--- config.mk ---
export PLATFORM = sky130hd
export DESIGN_NAME = gx_tx_framer
export DESIGN_NICKNAME = d
export VERILOG_FILES = /design/src/rtl/gx_link_pkg.sv /design/src/rtl/gx_tx_framer.sv
export SDC_FILE = /design/constraint.sdc
export NUM_CORES = 1
export LEC_CHECK = 0
export CAP_MARGIN = 20
export CORE_ASPECT_RATIO = 0.75
export CORE_MARGIN = 2
export CORE_UTILIZATION = 35
export CTS_CLUSTER_SIZE = 10
export DETAILED_ROUTE_END_ITERATION = 7
export PLACE_DENSITY = 0.56
export REMOVE_ABC_BUFFERS = 1
export SLEW_MARGIN = 40
export SYNTH_ARGS = -nofsm -noshare
export SYNTH_HDL_FRONTEND = slang
export SYNTH_SLANG_ARGS = --single-unit
--- constraint.sdc ---
create_clock -name clk -period 1.95 [get_ports clk]
set_input_delay 0.39 -clock clk [delete_from_list [all_inputs] [get_ports clk]]
set_output_delay 0.39 -clock clk [all_outputs]
set_load 0.1 [all_outputs]
--- src/rtl/gx_link_pkg.sv ---
// Shared line coding for the GX framed link: code words, K-flag patterns, framer states.
// Latency: none, definitions only.
// Backpressure: none here; the framer and deframer apply their own flow control.
package gx_link_pkg;

  // One transceiver parallel word: per-byte K flags plus the 16-bit data.
  typedef struct packed {
    logic [1:0]  ctrl;
    logic [15:0] dat;
  } gx_word_t;

  // K-flag patterns; bit [1] covers dat[15:8].
  localparam logic [1:0] GX_CTRL_DATA = 2'b00;
  localparam logic [1:0] GX_CTRL_KHI  = 2'b10;
  localparam logic [1:0] GX_CTRL_KK   = 2'b11;

  // Code word data values.
  localparam logic [15:0] GX_IDLE_DAT = 16'hBC50;
  localparam logic [15:0] GX_SOF_DAT  = 16'hFB00;
  localparam logic [15:0] GX_EOF_DAT  = 16'hFD00;
  localparam logic [15:0] GX_FILL_DAT = 16'h1C1C;

  // Complete code words as they appear on the TX interface.
  localparam gx_word_t GX_IDLE_W = '{ctrl: GX_CTRL_KHI, dat: GX_IDLE_DAT};
  localparam gx_word_t GX_SOF_W  = '{ctrl: GX_CTRL_KHI, dat: GX_SOF_DAT};
  localparam gx_word_t GX_EOF_W  = '{ctrl: GX_CTRL_KHI, dat: GX_EOF_DAT};
  localparam gx_word_t GX_FILL_W = '{ctrl: GX_CTRL_KK,  dat: GX_FILL_DAT};

  // Framer states; the deframer tracks the same frame phases.
  typedef enum logic [2:0] {
    GX_ST_IDLE    = 3'd0,
    GX_ST_SOF     = 3'd1,
    GX_ST_PAYLOAD = 3'd2,
    GX_ST_CSUM    = 3'd3,
    GX_ST_EOF     = 3'd4,
    GX_ST_DROP    = 3'd5
  } gx_state_e;

  // Wrap a payload or checksum value as a plain data word (no K flags).
  function automatic gx_word_t gx_data_word(input logic [15:0] dat);
    gx_word_t w;
    w.ctrl = GX_CTRL_DATA;
    w.dat  = dat;
    return w;
  endfunction

endpackage

--- src/rtl/gx_tx_framer.sv ---
// Frames a valid/ready payload stream into SOF/payload/checksum/EOF words for a transceiver TX lane.
// Latency: accepted payload word reaches tx_datain one cycle after acceptance; SOF/CSUM/EOF one cycle after their state.
// Backpressure: s_ready only in PAYLOAD/DROP with tx_ready high; FILL words pad payload gaps, IDLE pads DROP.
module gx_tx_framer
  import gx_link_pkg::*;
#(
  parameter int unsigned IDLE_GAP = 4,
  parameter int unsigned MAX_LEN  = 256
) (
  input  logic        clk,
  input  logic        rst_n,
  input  logic        tx_ready,
  input  logic        s_valid,
  input  logic [15:0] s_data,
  input  logic        s_last,
  output logic        s_ready,
  output logic [15:0] tx_datain,
  output logic [1:0]  tx_ctrlenable,
  output logic        tx_busy,
  output logic        err_trunc
);

  // Word counter must hold MAX_LEN itself.
  localparam int unsigned CNT_W = $clog2(MAX_LEN + 1);
  localparam logic [7:0] GAP_FULL = 8'(IDLE_GAP);
  // Counter value while the MAX_LEN-th word is being accepted.
  localparam logic [CNT_W-1:0] CNT_LAST = CNT_W'(MAX_LEN - 1);

  gx_state_e        state_q, state_d;
  logic [7:0]       gap_q, gap_d;
  logic [CNT_W-1:0] cnt_q, cnt_d;
  logic [15:0]      csum_q, csum_d;
  logic             trunc_q, trunc_d;
  logic             err_q, err_d;
  gx_word_t         out_q, out_d;

  logic             accept;
  logic [7:0]       gap_inc;

  // Payload is only taken while a frame body or a discard is in progress and the lane is up.
  always_comb begin
    s_ready = tx_ready && (state_q == GX_ST_PAYLOAD || state_q == GX_ST_DROP);
    accept  = s_valid && s_ready;
  end

  // Next state, counters, checksum and the word to register onto the lane.
  always_comb begin
    state_d = state_q;
    gap_d   = gap_q;
    cnt_d   = cnt_q;
    csum_d  = csum_q;
    trunc_d = trunc_q;
    err_d   = 1'b0;
    out_d   = GX_IDLE_W;
    // The IDLE word emitted this cycle already counts toward the gap.
    gap_inc = (gap_q == GAP_FULL) ? gap_q : gap_q + 8'd1;

    case (state_q)
      GX_ST_IDLE: begin
        out_d = GX_IDLE_W;
        gap_d = gap_inc;
        // A pending word is required, so zero-length frames cannot be started.
        if (tx_ready && s_valid && gap_inc == GAP_FULL) begin
          state_d = GX_ST_SOF;
        end
      end

      GX_ST_SOF: begin
        out_d   = GX_SOF_W;
        cnt_d   = '0;
        csum_d  = '0;
        trunc_d = 1'b0;
        state_d = GX_ST_PAYLOAD;
      end

      GX_ST_PAYLOAD: begin
        out_d = GX_FILL_W;
        if (accept) begin
          out_d  = gx_data_word(s_data);
          csum_d = csum_q + s_data;
          cnt_d  = cnt_q + CNT_W'(1);
          if (s_last) begin
            state_d = GX_ST_CSUM;
          end else if (cnt_q == CNT_LAST) begin
            // Frame hit MAX_LEN without a last marker: close it cleanly, discard the remainder.
            state_d = GX_ST_CSUM;
            trunc_d = 1'b1;
            err_d   = 1'b1;
          end
        end
      end

      GX_ST_CSUM: begin
        out_d   = gx_data_word(csum_q);
        state_d = GX_ST_EOF;
      end

      GX_ST_EOF: begin
        out_d   = GX_EOF_W;
        gap_d   = '0;
        state_d = trunc_q ? GX_ST_DROP : GX_ST_IDLE;
      end

      GX_ST_DROP: begin
        out_d = GX_IDLE_W;
        if (accept && s_last) begin
          state_d = GX_ST_IDLE;
          gap_d   = '0;
          trunc_d = 1'b0;
        end
      end

      default: begin
        state_d = GX_ST_IDLE;
        gap_d   = '0;
      end
    endcase
  end

  // State and datapath registers; reset abandons any frame in flight without an EOF.
  always_ff @(posedge clk or negedge rst_n) begin
    if (!rst_n) begin
      state_q <= GX_ST_IDLE;
      gap_q   <= '0;
      cnt_q   <= '0;
      csum_q  <= '0;
      trunc_q <= 1'b0;
      err_q   <= 1'b0;
      out_q   <= GX_IDLE_W;
    end else begin
      state_q <= state_d;
      gap_q   <= gap_d;
      cnt_q   <= cnt_d;
      csum_q  <= csum_d;
      trunc_q <= trunc_d;
      err_q   <= err_d;
      out_q   <= out_d;
    end
  end

  // Registered lane outputs and status.
  always_comb begin
    tx_datain     = out_q.dat;
    tx_ctrlenable = out_q.ctrl;
    tx_busy       = (state_q != GX_ST_IDLE);
    err_trunc     = err_q;
  end

endmodule

Word level (Yosys, flattened, before mapping). Cells that the tools add are included.

Bits in registers: 56. Input port bits: 21. Output and inout port bits: 21. Word-level logic and storage cells: 66.

Add/subtract/negate cells: 3. Equal/unequal tests: 14. Mux-type cells: 25. Bitwise operators: 1. Reduce and logical (&&, ||, !) cells: 15.

Operators by type and width (number): 18-bit case mux with 4 select lines (1); 16-bit case mux with 2 select lines (1); 8-bit case mux with 3 select lines (1); 18-bit two-way mux (1); 3-bit two-way mux (6); 3-bit case mux with 6 select lines (1); 9-bit case mux with 2 select lines (1); 16-bit adder (1); 8-bit by 3-bit equality test with 1-bit output (second input constant) (2); 16-bit two-way mux (1); 8-bit two-way mux (2); 9-bit by 1-bit adder with 9-bit output (second input constant) (1); 9-bit by 8-bit equality test with 1-bit output (second input constant) (1); 9-bit two-way mux (1); 8-bit by 1-bit adder with 8-bit output (second input constant) (1); 1-bit two-way mux (8); 3-bit by 2-bit equality test with 1-bit output (second input constant) (2); 3-bit equality test (second input constant) (2); 2-bit inequality test (second input constant) (3); 3-bit nonzero test (2); 1-bit logical AND (5); 5-bit AND reduction (1); 2-bit by 1-bit inequality test with 1-bit output (second input constant) (2); 2-bit AND reduction (2); 9 further kinds (9).

Longest topological paths before layout.
Word-level depth: 7. Depth in mapped cells: 9. Mapped depth without buffers: 9.

Worst setup path after synthesis. OpenSTA, ideal clock, no wires.

Path kind: input-to-reg. From: in s_data[0]. To: reg csum_q[10]. Library setup time: 122 ps. Arrival: 2064 ps. Required time: 1828 ps. Path slack: -235 ps. Stages: 9. Buffers on the path: 0. Cells stage by stage: ha_1 -> inv_1 -> fa_1 -> nor2b_1 -> o31ai_1 -> a211o_1 -> a21boi_0 -> o21ai_0 -> a32o_1.

Word-level cells in the longest chain between the ends: 3.

RTL lines: start, declared (RTL line gx_tx_framer.sv:14) `input logic [15:0] s_data,`; 16-bit adder (RTL line gx_tx_framer.sv:80) `csum_d = csum_q + s_data;`; 16-bit two-way mux (RTL line gx_tx_framer.sv:78) `if (accept) begin`; 16-bit case mux with 2 select lines (RTL line gx_tx_framer.sv:58) `case (state_q)`; end signal, assigned (RTL line gx_tx_framer.sv:134) `csum_q <= csum_d;`; end, declared (RTL line gx_tx_framer.sv:32) `logic [15:0] csum_q, csum_d;`.

No other way between the ends. The select of a mux whose other input is x is not followed. A chain may end at the register's enable or synchronous reset.

Final worst setup path.
From: reg csum_q[0]. To: reg csum_q[12].

Word-level cells in the longest chain between the ends: 3.

RTL lines (RTL line): 16-bit adder (gx_tx_framer.sv:80); 16-bit two-way mux (gx_tx_framer.sv:78); 16-bit case mux with 2 select lines (gx_tx_framer.sv:58).

No other way between the ends. The select of a mux whose other input is x is not followed.

==> metrics.txt <==
status=finished with violations; failing checks=negative setup slack; die width=116 um; Seq/Total Area, Yosys=a little over two fifths; Hold WS=0.0526 ns; sw power=~0.0039 W; internal power=~0.0044 W; Power Density=1670 nW/um^2; CTS tree=built; Worst-Margin Slew=0.330 ns; IO buf count=~40; share of power burned in registers=between 20% and 30%; combinational fraction of design power=approximately two thirds; fin worst setup slack=-0.214 ns; largest net degree at the start of global routing=57; maximum root-to-sink buffer count=2; Peak VDD IR=a little over 0.0007 V; Max-Cap Viols=0; Synth Instances=roughly 370; Cell Rows=30; power share of the clock group=between 10% and 20%; Net Sw Frac=approximately 47%; Leak Pwr=roughly 2.2 nW; height of the die=just under 90 um; core area=9120 sq um; Worst setup SP type=flip-flop; First-pass DRT Iterations=4; Synth Cell Area=between 3000 and 4000 sq um; setup TNS=-0.552 ns; final WL=between 9000 and 10000 um; CTS buffer count=5; sequential cell area=between 1000 and 1500 sq um; worst path cell trace=ha_2 > inv_2 > fa_2 > nor2b_4 > o31ai_4 > a211o_4 > a211oi_2 > xnor2_1 > o21ai_1; Rel. slew slack=between 70% and 80%; layout net count=approximately 530; Hold Fails Final Rpt=0; async set-reset flop share out of synthesis=between 90% and 100%; Max Slew Vio Count=0; Hold-fix buffers, CTS=0; syn_area_per_cell=about 8.9 sq um; GRT Total Usage=slightly below 20%; CP arrival=around 2.4 ns; slowest stage delay, CP=0.38 ns; clk sinks=56; Fin Clk Skew=slightly above 0.007 ns; global route total overflow=0; crit end category=flip-flop; fin crit share=111%; Vias/cell=approximately 5; clock root cell=clkbuf_16; DR WL/cell=approximately 15 um; antenna cells=0; Finish-stage setup viols=4; Crit Path Category=flip-flop to flip-flop; first-pass GRT wire length=between 15000 and 20000 um; H-tree depth=2; DR vias=about 3200; antenna violations before repair=0; area of the multi-input gates=2070 sq um; synthesis-to-layout area growth=50.3%; DP HPWL=approximately 6600 um; Hold Crit Class=primary input to asynchronous set/reset pin; num ports=42; Synth Flop Type=dfrtp_1; #FFs+latches synth=56; Worst Path Required=2.14 ns; vias in the first global route=3141; Placed Cells=595; Final Wtd Congestion=between 0.8 and 0.9; fillcell total=~840; initial core utilization=36.3%; clk slew on worst S/H paths=0.07 ns; Synth warnings=0; RSZ-0062 raised after global routing=true; Tmin final=between 2 and 2.5 ns; Worst-Skew Late Latency=about 0.30 ns; DRC errors left=0; Peak Freq=around 0.46 GHz; Post-synth EDFFs=0; Die Area=10300 sq um; 1st-iter DRT viols=around 120; share of cells above drive strength 1=33.5%; Max Fanout on Critical Path=4; Final Non-Filler Cells=615; Slowest cell on crit path=fa_2; Synth cell types=51; ANT nets after route=0
-- state kept, by name, indices dropped and copies added (netlist names) --
register,cells
err_trunc,1
gap_q,8
tx_datain,16
state_q,3
cnt_q,9
csum_q,16
trunc_q,1
tx_ctrlenable,2
-- Yosys cell counts (all sizes together), types with 2 or more instances --
master	number	area (sq um)
and2	3	18.8
xor2	9	78.8
dfstp	8	210
buf	5	36.3
nand2b	5	31.3
or3	4	25.0
nor3	11	55.1
nand4	2	12.5
a22o	8	70.1
a211o	2	17.5
ha	19	238
o31ai	3	22.5
nand2	39	146
nand3	14	70.1
nor2	32	120
xnor2	10	87.6
nor4	3	18.8
o21bai	4	30.0
o21ai	45	225
o22a	2	17.5
nor2b	4	25.0
a21oi	24	120
inv	12	45.0
nor3b	3	27.5
a211oi	3	22.5
a21o	4	30.0
a32o	3	30.0
a31oi	7	43.8
clkbuf	12	45.0
o21a	2	15.0
dfrtp	48	1200
or2	5	31.3
-- final cells by class --
cell class / count / share of cell area, %
inverter: 12 / 0.905
tap: 128 / 3.22
multi-input combinational: 286 / 41.5
timing repair buffer: 125 / 23.1
sequential: 56 / 28.4
clock buffer: 8 / 2.94
-- worst paths after layout --
check,start,end,slack (ns),cells past startpoint
setup / recovery,csum_q[0],csum_q[12],-0.21,9
hold / removal,rst_n,csum_q[11],0.05,2
setup reg to reg,csum_q[0],csum_q[12],-0.21,9
hold reg to reg,cnt_q[8],cnt_q[8],0.49,2
max in group asynchronous,rst_n,tx_datain[6],1.55,2
min in group clk,s_data[12],tx_datain[12],0.43,2
-- critical path, delay by kind of cell, from the launching register on --
family          cells  cell delay (ns)
compound gates      4             0.75
fa+ha+maj           2             0.57
flops               1             0.36
simple gates        1             0.17
xor+xnor            1             0.15
buf+inv             1             0.04
-- power by group through the flow --
stage	clock network, W	registers [W]	logic [W]
5_1_grt	0.00101	0.00201	0.00578
2_1_floorplan	0	0.00291	0.00182
3_3_place_gp	0	0.00192	0.00459
6_report	0.000936	0.00195	0.00541
3_5_place_dp	0	0.00193	0.00464
4_1_cts	0.000968	0.00194	0.00508
-- cells in the final DEF, fill, tap and decap left out, drive strengths merged, types with 9 or more instances in the layout --
cell type,instances
a21oi,24
buf,106
dfrtp,48
ha,19
inv,12
nand2,39
nand3,14
nor2,32
nor3,11
o21ai,45
xnor2,10
xor2,9
-- stage by stage --
step / cell area, sq um / setup slack (ns) / utilization (%) / power (W)
after floorplan: 3230 / -0.236 / - / 0.00473
after global placement: 4430 / -0.861 / 48.6 / 0.00650
after detailed placement: 4430 / -0.922 / 48.6 / 0.00656
after CTS: 4840 / -0.242 / 53.1 / 0.00799
after global routing: 4980 / -0.294 / 54.6 / 0.00880
final: 4980 / -0.214 / 54.6 / 0.00830
-- cells by family after synthesis --
kind of cell / count (synthesis) / synth area share, %
compound gates: 119 / 22.5
xor+xnor: 19 / 5.02
fa+ha+maj: 20 / 7.78
buf+inv: 29 / 3.82
flops: 56 / 42.6
simple gates: 128 / 18.2
-- routing by layer --
layer / vias up / routed length, um / track usage [%]
met3: 13 / 471 / 3.77
met2: 70 / 4270 / 30.7
met5: - / 0 / 0
met1: 1523 / 4610 / 27.0
li1: 1559 / - / -
met4: 0 / 129 / 5.09
-- repair_timing --
action / 4_1_cts / 5_1_grt
buffers inserted: 6 / 7
pin swaps: 24 / 17
resized for setup: 57 / 23
setup endpoints to repair: 11 / 13
Note: power is estimated with default switching activity, not from simulation.
